--- src/rtl/fetch_queue_unit.sv ---
// ----------------------------------------------------------------------------
// fetch_queue_unit
//   Instruction fetch stage sitting directly upstream of control_unit. Holds
//   the PC, issues sequential requests to instruction memory (at most one
//   outstanding), buffers returned instructions in a small FIFO and presents
//   the head instruction, its opcode and its PC to decode. Honours the decode
//   stall and branch redirects; a redirect flushes the queue and squashes an
//   in-flight request.
//
//   Optional feature macro: FETCH_UBR_HALT_EN
//     When defined, pushing an UBRANCH (opcode 4'b1100) parks the fetcher in
//     HALT until the next redirect, so no wrong-path requests are issued.
//
// Ports
//   clk              in   clock, rising edge
//   reset            in   asynchronous reset, active low
//   stall            in   decode stall; holds the head entry
//   redirect_valid   in   branch/flush request
//   redirect_pc      in   new fetch PC
//   imem_req_valid   out  fetch request valid
//   imem_req_addr    out  fetch address (current PC)
//   imem_req_ready   in   memory accepts request
//   imem_resp_valid  in   returned instruction valid
//   imem_resp_data   in   returned instruction
//   out_valid        out  queue head valid
//   out_instr        out  head instruction
//   out_opcode       out  head opcode (top 4 bits of out_instr)
//   out_pc           out  PC of head instruction
//   fq_count         out  occupied queue entries
// ----------------------------------------------------------------------------
module fetch_queue_unit #(
    parameter int unsigned       ADDR_W   = 32,
    parameter int unsigned       INSTR_W  = 32,
    parameter int unsigned       FQ_DEPTH = 4,
    parameter logic [ADDR_W-1:0] RESET_PC = '0
) (
    input  logic                      clk,
    input  logic                      reset,
    input  logic                      stall,
    input  logic                      redirect_valid,
    input  logic [ADDR_W-1:0]         redirect_pc,
    output logic                      imem_req_valid,
    output logic [ADDR_W-1:0]         imem_req_addr,
    input  logic                      imem_req_ready,
    input  logic                      imem_resp_valid,
    input  logic [INSTR_W-1:0]        imem_resp_data,
    output logic                      out_valid,
    output logic [INSTR_W-1:0]        out_instr,
    output logic [3:0]                out_opcode,
    output logic [ADDR_W-1:0]         out_pc,
    output logic [$clog2(FQ_DEPTH):0] fq_count
);

    localparam int unsigned PTR_W = $clog2(FQ_DEPTH);
    localparam int unsigned CNT_W = PTR_W + 1;

`ifdef FETCH_UBR_HALT_EN
    localparam logic [3:0] OPC_UBRANCH = 4'b1100;

    typedef enum logic [1:0] {
        S_FETCH = 2'd0,
        S_WAIT  = 2'd1,
        S_DROP  = 2'd2,
        S_HALT  = 2'd3
    } state_t;
`else
    typedef enum logic [1:0] {
        S_FETCH = 2'd0,
        S_WAIT  = 2'd1,
        S_DROP  = 2'd2
    } state_t;
`endif

    state_t              state_q;
    logic [ADDR_W-1:0]   pc_q;
    logic [ADDR_W-1:0]   req_pc_q;

    // Queue storage and bookkeeping
    logic [INSTR_W-1:0]  fq_instr_q [FQ_DEPTH];
    logic [ADDR_W-1:0]   fq_pc_q    [FQ_DEPTH];
    logic [PTR_W-1:0]    rd_ptr_q, rd_ptr_d;
    logic [PTR_W-1:0]    wr_ptr_q, wr_ptr_d;
    logic [CNT_W-1:0]    count_q, count_d;

    // Head register set
    logic                out_valid_q, out_valid_d;
    logic [INSTR_W-1:0]  out_instr_q, out_instr_d;
    logic [ADDR_W-1:0]   out_pc_q, out_pc_d;

    logic                full_c;
    logic                req_valid_c;
    logic                req_fire_c;
    logic                push_c;
    logic                pop_c;

    // Request/queue handshake decode
    always_comb begin
        full_c      = (count_q == CNT_W'(FQ_DEPTH));
        // Gated by reset so no request is presented while reset is held.
        req_valid_c = reset && (state_q == S_FETCH) && !full_c && !redirect_valid;
        req_fire_c  = req_valid_c && imem_req_ready;
        // A response coinciding with a redirect belongs to the squashed path.
        push_c      = (state_q == S_WAIT) && imem_resp_valid && !redirect_valid;
        pop_c       = out_valid_q && !stall && !redirect_valid;
    end

`ifdef FETCH_UBR_HALT_EN
    logic push_ubr_c;
    assign push_ubr_c = push_c && (imem_resp_data[INSTR_W-1 -: 4] == OPC_UBRANCH);
`endif

    // Fetch control FSM and PC
    always_ff @(posedge clk or negedge reset) begin
        if (!reset) begin
            state_q  <= S_FETCH;
            pc_q     <= RESET_PC;
            req_pc_q <= '0;
        end else if (redirect_valid) begin
            pc_q <= redirect_pc;
            case (state_q)
                // An in-flight request must still be drained unless its
                // response lands in this very cycle.
                S_WAIT, S_DROP: state_q <= imem_resp_valid ? S_FETCH : S_DROP;
                default:        state_q <= S_FETCH;
            endcase
        end else begin
            case (state_q)
                S_FETCH: begin
                    if (req_fire_c) begin
                        pc_q     <= pc_q + ADDR_W'(4);
                        req_pc_q <= pc_q;
                        state_q  <= S_WAIT;
                    end
                end
                S_WAIT: begin
                    if (imem_resp_valid) begin
`ifdef FETCH_UBR_HALT_EN
                        state_q <= push_ubr_c ? S_HALT : S_FETCH;
`else
                        state_q <= S_FETCH;
`endif
                    end
                end
                S_DROP: begin
                    if (imem_resp_valid) begin
                        state_q <= S_FETCH;
                    end
                end
                default: begin
                    // HALT leaves only through a redirect.
                    state_q <= state_q;
                end
            endcase
        end
    end

    // Queue pointer/occupancy next-state and head selection
    always_comb begin
        rd_ptr_d    = rd_ptr_q + PTR_W'(pop_c);
        wr_ptr_d    = wr_ptr_q + PTR_W'(push_c);
        count_d     = count_q + CNT_W'(push_c) - CNT_W'(pop_c);
        out_instr_d = out_instr_q;
        out_pc_d    = out_pc_q;

        if (redirect_valid) begin
            rd_ptr_d = '0;
            wr_ptr_d = '0;
            count_d  = '0;
        end

        out_valid_d = (count_d != '0);

        // The new head is either an entry already stored, or the entry being
        // written this cycle when it lands exactly at the new read pointer.
        if (out_valid_d) begin
            if (push_c && (wr_ptr_q == rd_ptr_d)) begin
                out_instr_d = imem_resp_data;
                out_pc_d    = req_pc_q;
            end else begin
                out_instr_d = fq_instr_q[rd_ptr_d];
                out_pc_d    = fq_pc_q[rd_ptr_d];
            end
        end
    end

    // Queue control and head registers
    always_ff @(posedge clk or negedge reset) begin
        if (!reset) begin
            rd_ptr_q    <= '0;
            wr_ptr_q    <= '0;
            count_q     <= '0;
            out_valid_q <= 1'b0;
            out_instr_q <= '0;
            out_pc_q    <= '0;
        end else begin
            rd_ptr_q    <= rd_ptr_d;
            wr_ptr_q    <= wr_ptr_d;
            count_q     <= count_d;
            out_valid_q <= out_valid_d;
            out_instr_q <= out_instr_d;
            out_pc_q    <= out_pc_d;
        end
    end

    // Entry storage; contents are only read once marked valid by count_q
    always_ff @(posedge clk) begin
        if (push_c) begin
            fq_instr_q[wr_ptr_q] <= imem_resp_data;
            fq_pc_q[wr_ptr_q]    <= req_pc_q;
        end
    end

    assign imem_req_valid = req_valid_c;
    assign imem_req_addr  = pc_q;
    assign out_valid      = out_valid_q;
    assign out_instr      = out_instr_q;
    assign out_opcode     = out_instr_q[INSTR_W-1 -: 4];
    assign out_pc         = out_pc_q;
    assign fq_count       = count_q;

endmodule
--- config.mk ---
export PLATFORM = sky130hd
export DESIGN_NAME = fetch_queue_unit
export DESIGN_NICKNAME = d
export VERILOG_FILES = /design/src/rtl/fetch_queue_unit.sv
export SDC_FILE = /design/constraint.sdc
export NUM_CORES = 1
export LEC_CHECK = 0
export ABC_AREA = 1
export CORE_ASPECT_RATIO = 1.2
export CORE_MARGIN = 2
export CORE_UTILIZATION = 69
export CTS_BUF_LIST = sky130_fd_sc_hd__clkbuf_16
export CTS_CLUSTER_DIAMETER = 50
export DETAILED_ROUTE_END_ITERATION = 12
export DONT_BUFFER_PORTS = 1
export GPL_TIMING_DRIVEN = 0
export PLACE_DENSITY = 0.88
export SKIP_CTS_REPAIR_TIMING = 1
export SLEW_MARGIN = 10
export SYNTH_ARGS = -nofsm -noshare
export SYNTH_HDL_FRONTEND = slang
export SYNTH_SLANG_ARGS = --single-unit
--- constraint.sdc ---
create_clock -name clk -period 13.8 [get_ports clk]
set_clock_uncertainty 0.05 [all_clocks]
set_input_delay 2.76 -clock clk [delete_from_list [all_inputs] [get_ports clk]]
set_output_delay 2.76 -clock clk [all_outputs]
set_load 0.01 [all_outputs]
# Yosys cells after proc, flatten, opt, wreduce, memory -nomap -nowiden
# Memory sizes are Yosys's and may differ from the RTL's. A register that Yosys moved wholly into a read port is not among the register bits.
# Cells that the tools add are included.
# Widths: inputs -> output; s select.
dict set report word_totals {
  inputBits 70
  word_cells 56
  mem_count 2
  ramBits 256
  out_inout_bits 105
  ff_bits 74
}
dict set report op_classes {
  muxes 14
  eq_ne 5
  n_reduce_logical 22
  bitwise 1
  n_addsub 5
}
# memory depth word_bits read_ports rd_ports_with_merged_regs wr line
set memory_table {}
lappend memory_table {fq_instr_q 4 32 1 1 1 79} ;# logic [INSTR_W-1:0] fq_instr_q [FQ_DEPTH];
lappend memory_table {fq_pc_q 4 32 1 1 1 80} ;# logic [ADDR_W-1:0] fq_pc_q [FQ_DEPTH];
# op count
set op_table {}
lappend op_table {{$mux 32} 3}
lappend op_table {{$add 32x3->32 const B} 1}
lappend op_table {{$mux 2} 7}
lappend op_table {{$logic_and 1x1->1} 8}
lappend op_table {{$reduce_and 3->1} 2}
lappend op_table {{$reduce_bool 3->1} 2}
lappend op_table {{$logic_not 1->1} 5}
lappend op_table {{$add 2x1->2} 2}
lappend op_table {{$pmux 2 s2} 1}
lappend op_table {{$reduce_bool 2->1} 2}
lappend op_table {{$add 3x1->3} 1}
lappend op_table {{$eq 3x3->1 const B} 1}
lappend op_table {{$mux 3} 1}
lappend op_table {{$ne 3x1->1 const B} 1}
lappend op_table {{$ne 3x3->1 const B} 1}
lappend op_table {{$sub 3x1->3} 1}
lappend op_table {{$eq 2x1->1 const B} 1}
lappend op_table {{$eq 2x2->1 const B} 1}
lappend op_table {{$logic_not 2->1} 1}
lappend op_table {{$mux 1} 2}
lappend op_table {{$reduce_and 2->1} 1}
lappend op_table {{$reduce_or 2->1} 1}
lappend op_table {{$not 1->1} 1}

# Depth between registers and ports, before layout
dict set report logic_depth {
  depth_word 8
  mapped_depth 15
  depth_no_buf 14
}

# Worst setup path before layout
# No wires, ideal clock.
dict set report synth_timing {
  kind {input to register}
  startpoint {input port redirect_valid}
  endpoint {memory fq_instr_q[2][0] (enable)}
  slack_ns 5.843
  path_buffers 0
  setup_ns 0.565
  arrival_ns 7.342
  cell_stages 3
  required_ns 13.185
  cell_sequence {inv_4 > nand3_2 > nor3_1}
}
dict set report synth_via {
  elab_chain_len 4
}
# element line
set synth_lines {}
lappend synth_lines {{from (decl)} 40} ;# input logic redirect_valid,
lappend synth_lines {{$logic_not 1->1} 103} ;# push_c = (state_q == S_WAIT) && imem_resp_valid && !redirect_valid;
lappend synth_lines {{$logic_and 1x1->1} 103}
lappend synth_lines {{$mux 1} 207} ;# if (push_c) begin
lappend synth_lines {{$mux 1 (implied by the code)} 208} ;# fq_instr_q[wr_ptr_q] <= imem_resp_data;
lappend synth_lines {{to (decl)} 79}
# No other way between the ends.

# Final worst setup path
dict set report layout_timing {
  startpoint {input port reset}
  endpoint {output port imem_req_valid}
}
dict set report layout_via {
  elab_chain_len 3
}
# element line
set layout_lines {}
lappend layout_lines {{from (decl)} 38} ;# input logic reset,
lappend layout_lines {{$logic_and 1x1->1 (3 in a row)} 100} ;# req_valid_c = reset && (state_q == S_FETCH) && !full_c && !redirect_valid;
lappend layout_lines {{to (decl)} 42} ;# output logic imem_req_valid,
# No other way between the ends.

==> results.py <==
metrics = {
    "finish": {
        "syn_to_final_growth_pct": 10.62,
        "final_cells": 2191,
        "seq_area_sq_um": 11140,
        "nFillCells": 1566,
        "layout-drive-gt1-share_pct": 14.72,
        "most-common-layout-cells": "nand2_1 (545), edfxtp_1 (256), nand3_1 (223)",
        "stdcell_area_sq_um": 19950,
        "nets": 1909,
        "multi_input_area_sq_um": 5658,
        "antenna_cells": 0,
        "layout_commonest_cell": "nand2_1",
        "fin_util_pct": 77.84,
    },
    "cts": {
        "clock_latency_ns": 0.53,
        "cts-root-buf": "clkbuf_16",
        "cts_buffers": 38,
        "clk_pin_slew_ns": 0.06,
        "clockBufferDepth": 3,
        "clkSinkCount": 394,
        "cts.htree.levels": 2,
        "cts_tree": "built",
    },
    "floorplan": {
        "start_util_pct": 70.37,
        "die_h_microns": 181.1,
        "dieArea_sq_um": 27450,
        "core_area_sq_um": 25620,
        "ioPinCount": 175,
        "fp-row-count": 64,
        "die_w_microns": 151.6,
    },
    "place": {
        "portBuffers": 0,
        "dpl.cell_count": 2123,
        "pre_cts_ws_ns": 7.727,
        "dpl.hpwl_microns": 32300,
        "place_area_sq_um": 18730,
        "gp_congestion": 0.8934,
    },
    "global_routing": {
        "grt_usage_pct": 36.98,
        "grt_pass1_wl_microns": 78050,
        "grt_max_degree": 140,
        "overflow": 0,
        "grt_pass1_vias": 14430,
        "antenna_found_initial": 0,
    },
    "worst_setup_path": {
        "required_ns": 10.99,
        "rr_endpoint": "out_instr[3]",
        "slowest_delay_ns": 0.23,
        "reg2reg_depth": 14,
        "crit_path_end_kind": "output pin",
        "rrSetupSlack_ns": 10.58,
        "start_kind": "input pin",
        "crit_path_cell_trace": "and3_1 -> nand2_1 -> inv_1",
        "path_class": "input pin to output pin",
        "slowest_stage": "and3_1",
        "r2r-start": "state_q[1]",
        "timing.critical_path.arrival_ns": 3.29,
        "crit_fanout": 139,
    },
    "sta": {
        "hold_viol": 0,
        "fmax_mhz": 163.9,
        "rsz0062_at_grt": "false",
        "tns_ns": 0,
        "worst_slack_ns": 7.698,
        "maxSlewViolCount": 0,
        "tightest_slew_ns": 0.9368,
        "layout_min_cycle_time_ns": 6.102,
        "setup_violations": 0,
        "timing.final.crit_share_pct": 44.22,
        "relSlewSlack_pct": 37.20,
        "worst_hold_slack_ns": 0.4519,
    },
    "yosys": {
        "synth_area_sq_um": 18030,
        "synthCells": 1765,
        "ys_seq_area_share_pct": 61.79,
        "synth_fp_nets": 1841,
        "syn-mean-instance-area_sq_um": 10.22,
        "synth.ff_latch_count": 394,
        "ys.warnings.count": 0,
        "netlist_top_cells_area": "edfxtp_1 (43%), dfrtp_1 (19%), nand2_1 (11%)",
        "ys_types": 40,
        "netlist.area_leader.share_pct": 42.63,
        "synth_top_cell_by_area": "edfxtp_1",
    },
    "route": {
        "num_vias": 14150,
        "post-route-drc-count": 0,
        "vias_per_cell": 6.460,
        "totalWireLength_microns": 49840,
        "drt_iter0_markers": 1577,
        "wl_per_cell_microns": 22.75,
        "dr.pass1.iters": 6,
        "ant_nets": 0,
    },
    "hold_path": {
        "min_path_type": "flop to flop",
        "hold_depth": 2,
        "min_from": "state_q[1]",
        "holdPathEnd": "state_q[1]",
    },
    "power_and_ir_drop": {
        "total_power_mw": 3.638,
        "leakage_nw": 8.339,
        "ir_drop_mv": 0.09767,
        "p_per_area_nw_per_um2": 182.4,
    },
    "status": {
        "outcome": "finished clean",
    },
    "flow_run": {
        "cap_viol_max_count": 0,
    },
}
## state kept, by name, summed over array words and instances, names as in the netlist
name,cells
rd_ptr_q,2
fq_pc_q,128
out_pc,32
out_instr,32
wr_ptr_q,2
fq_count,3
imem_req_addr,32
state_q,2
out_valid,1
req_pc_q,32
fq_instr_q,128
## synth_stat cells, drive strengths merged
| cell type | count |
|---|---|
| nand2 | 553 |
| nand4 | 133 |
| a31oi | 1 |
| inv | 121 |
| a32oi | 1 |
| or2 | 2 |
| nor2 | 38 |
| nor3 | 21 |
| and3 | 1 |
| nand3b | 1 |
| xor2 | 16 |
| o221ai | 4 |
| o21ai | 48 |
| dfrtp | 138 |
| xnor2 | 7 |
| a22o | 1 |
| o211ai | 7 |
| buf | 106 |
| o21bai | 2 |
| ha | 5 |
| fa | 1 |
| clkbuf | 17 |
| nand3 | 285 |
| edfxtp | 256 |
## power by group
group          internal, mW  switching [mW]
Clock                 0.577           0.452
Sequential             1.50           0.236
Combinational         0.281           0.590
## cell type report
cell class / instances / share of cell area (%)
sequential: 394 / 55.85
multi-input combinational: 1127 / 28.37
clock buffer: 41 / 5.144
buffer: 123 / 3.989
inverter: 121 / 2.290
tap: 330 / 2.070
timing repair buffer: 28 / 1.317
clock inverter: 27 / 0.9723
## logic make-up after synthesis
group	after synthesis	share of synthesized area, %
and+or+nand+nor	1034	27.64
AOI/OAI and AO/OA	64	2.054
DFF	394	61.79
adders and majority gates	6	0.4580
xor gates and xnor gates	23	1.117
buffers and inverters	244	6.946
## metal layers
| layer | part of all wire [%] | up-vias | track usage (%) |
|---|---|---|---|
| met1 | 33 | 6703 | 44.63 |
| met3 | 12 | 158 | 9.293 |
| met4 | 4.2 | 0 | 17.33 |
| met2 | 51 | 1087 | 62.24 |
| li1 | - | 6205 | - |
| met5 | 0 | - | 0 |
## how the worst max path moves through the flow
stage | from | slack (ns) | end
2_1_floorplan | redirect_valid | 5.84 | fq_instr_q[2][0]
3_3_place_gp | redirect_valid | 2.51 | fq_instr_q[0][25]
3_5_place_dp | redirect_valid | 7.73 | imem_req_valid
4_1_cts | redirect_valid | 7.72 | imem_req_valid
5_1_grt | redirect_valid | 7.64 | imem_req_valid
6_report | reset | 7.70 | imem_req_valid
## worst max-delay path: cells and delay by family
kind                   cells  cell delay (ns)
AND/OR/NAND/NOR            2             0.33
buffers and inverters      1             0.11
No activity file was read; power rests on OpenSTA's default activity.
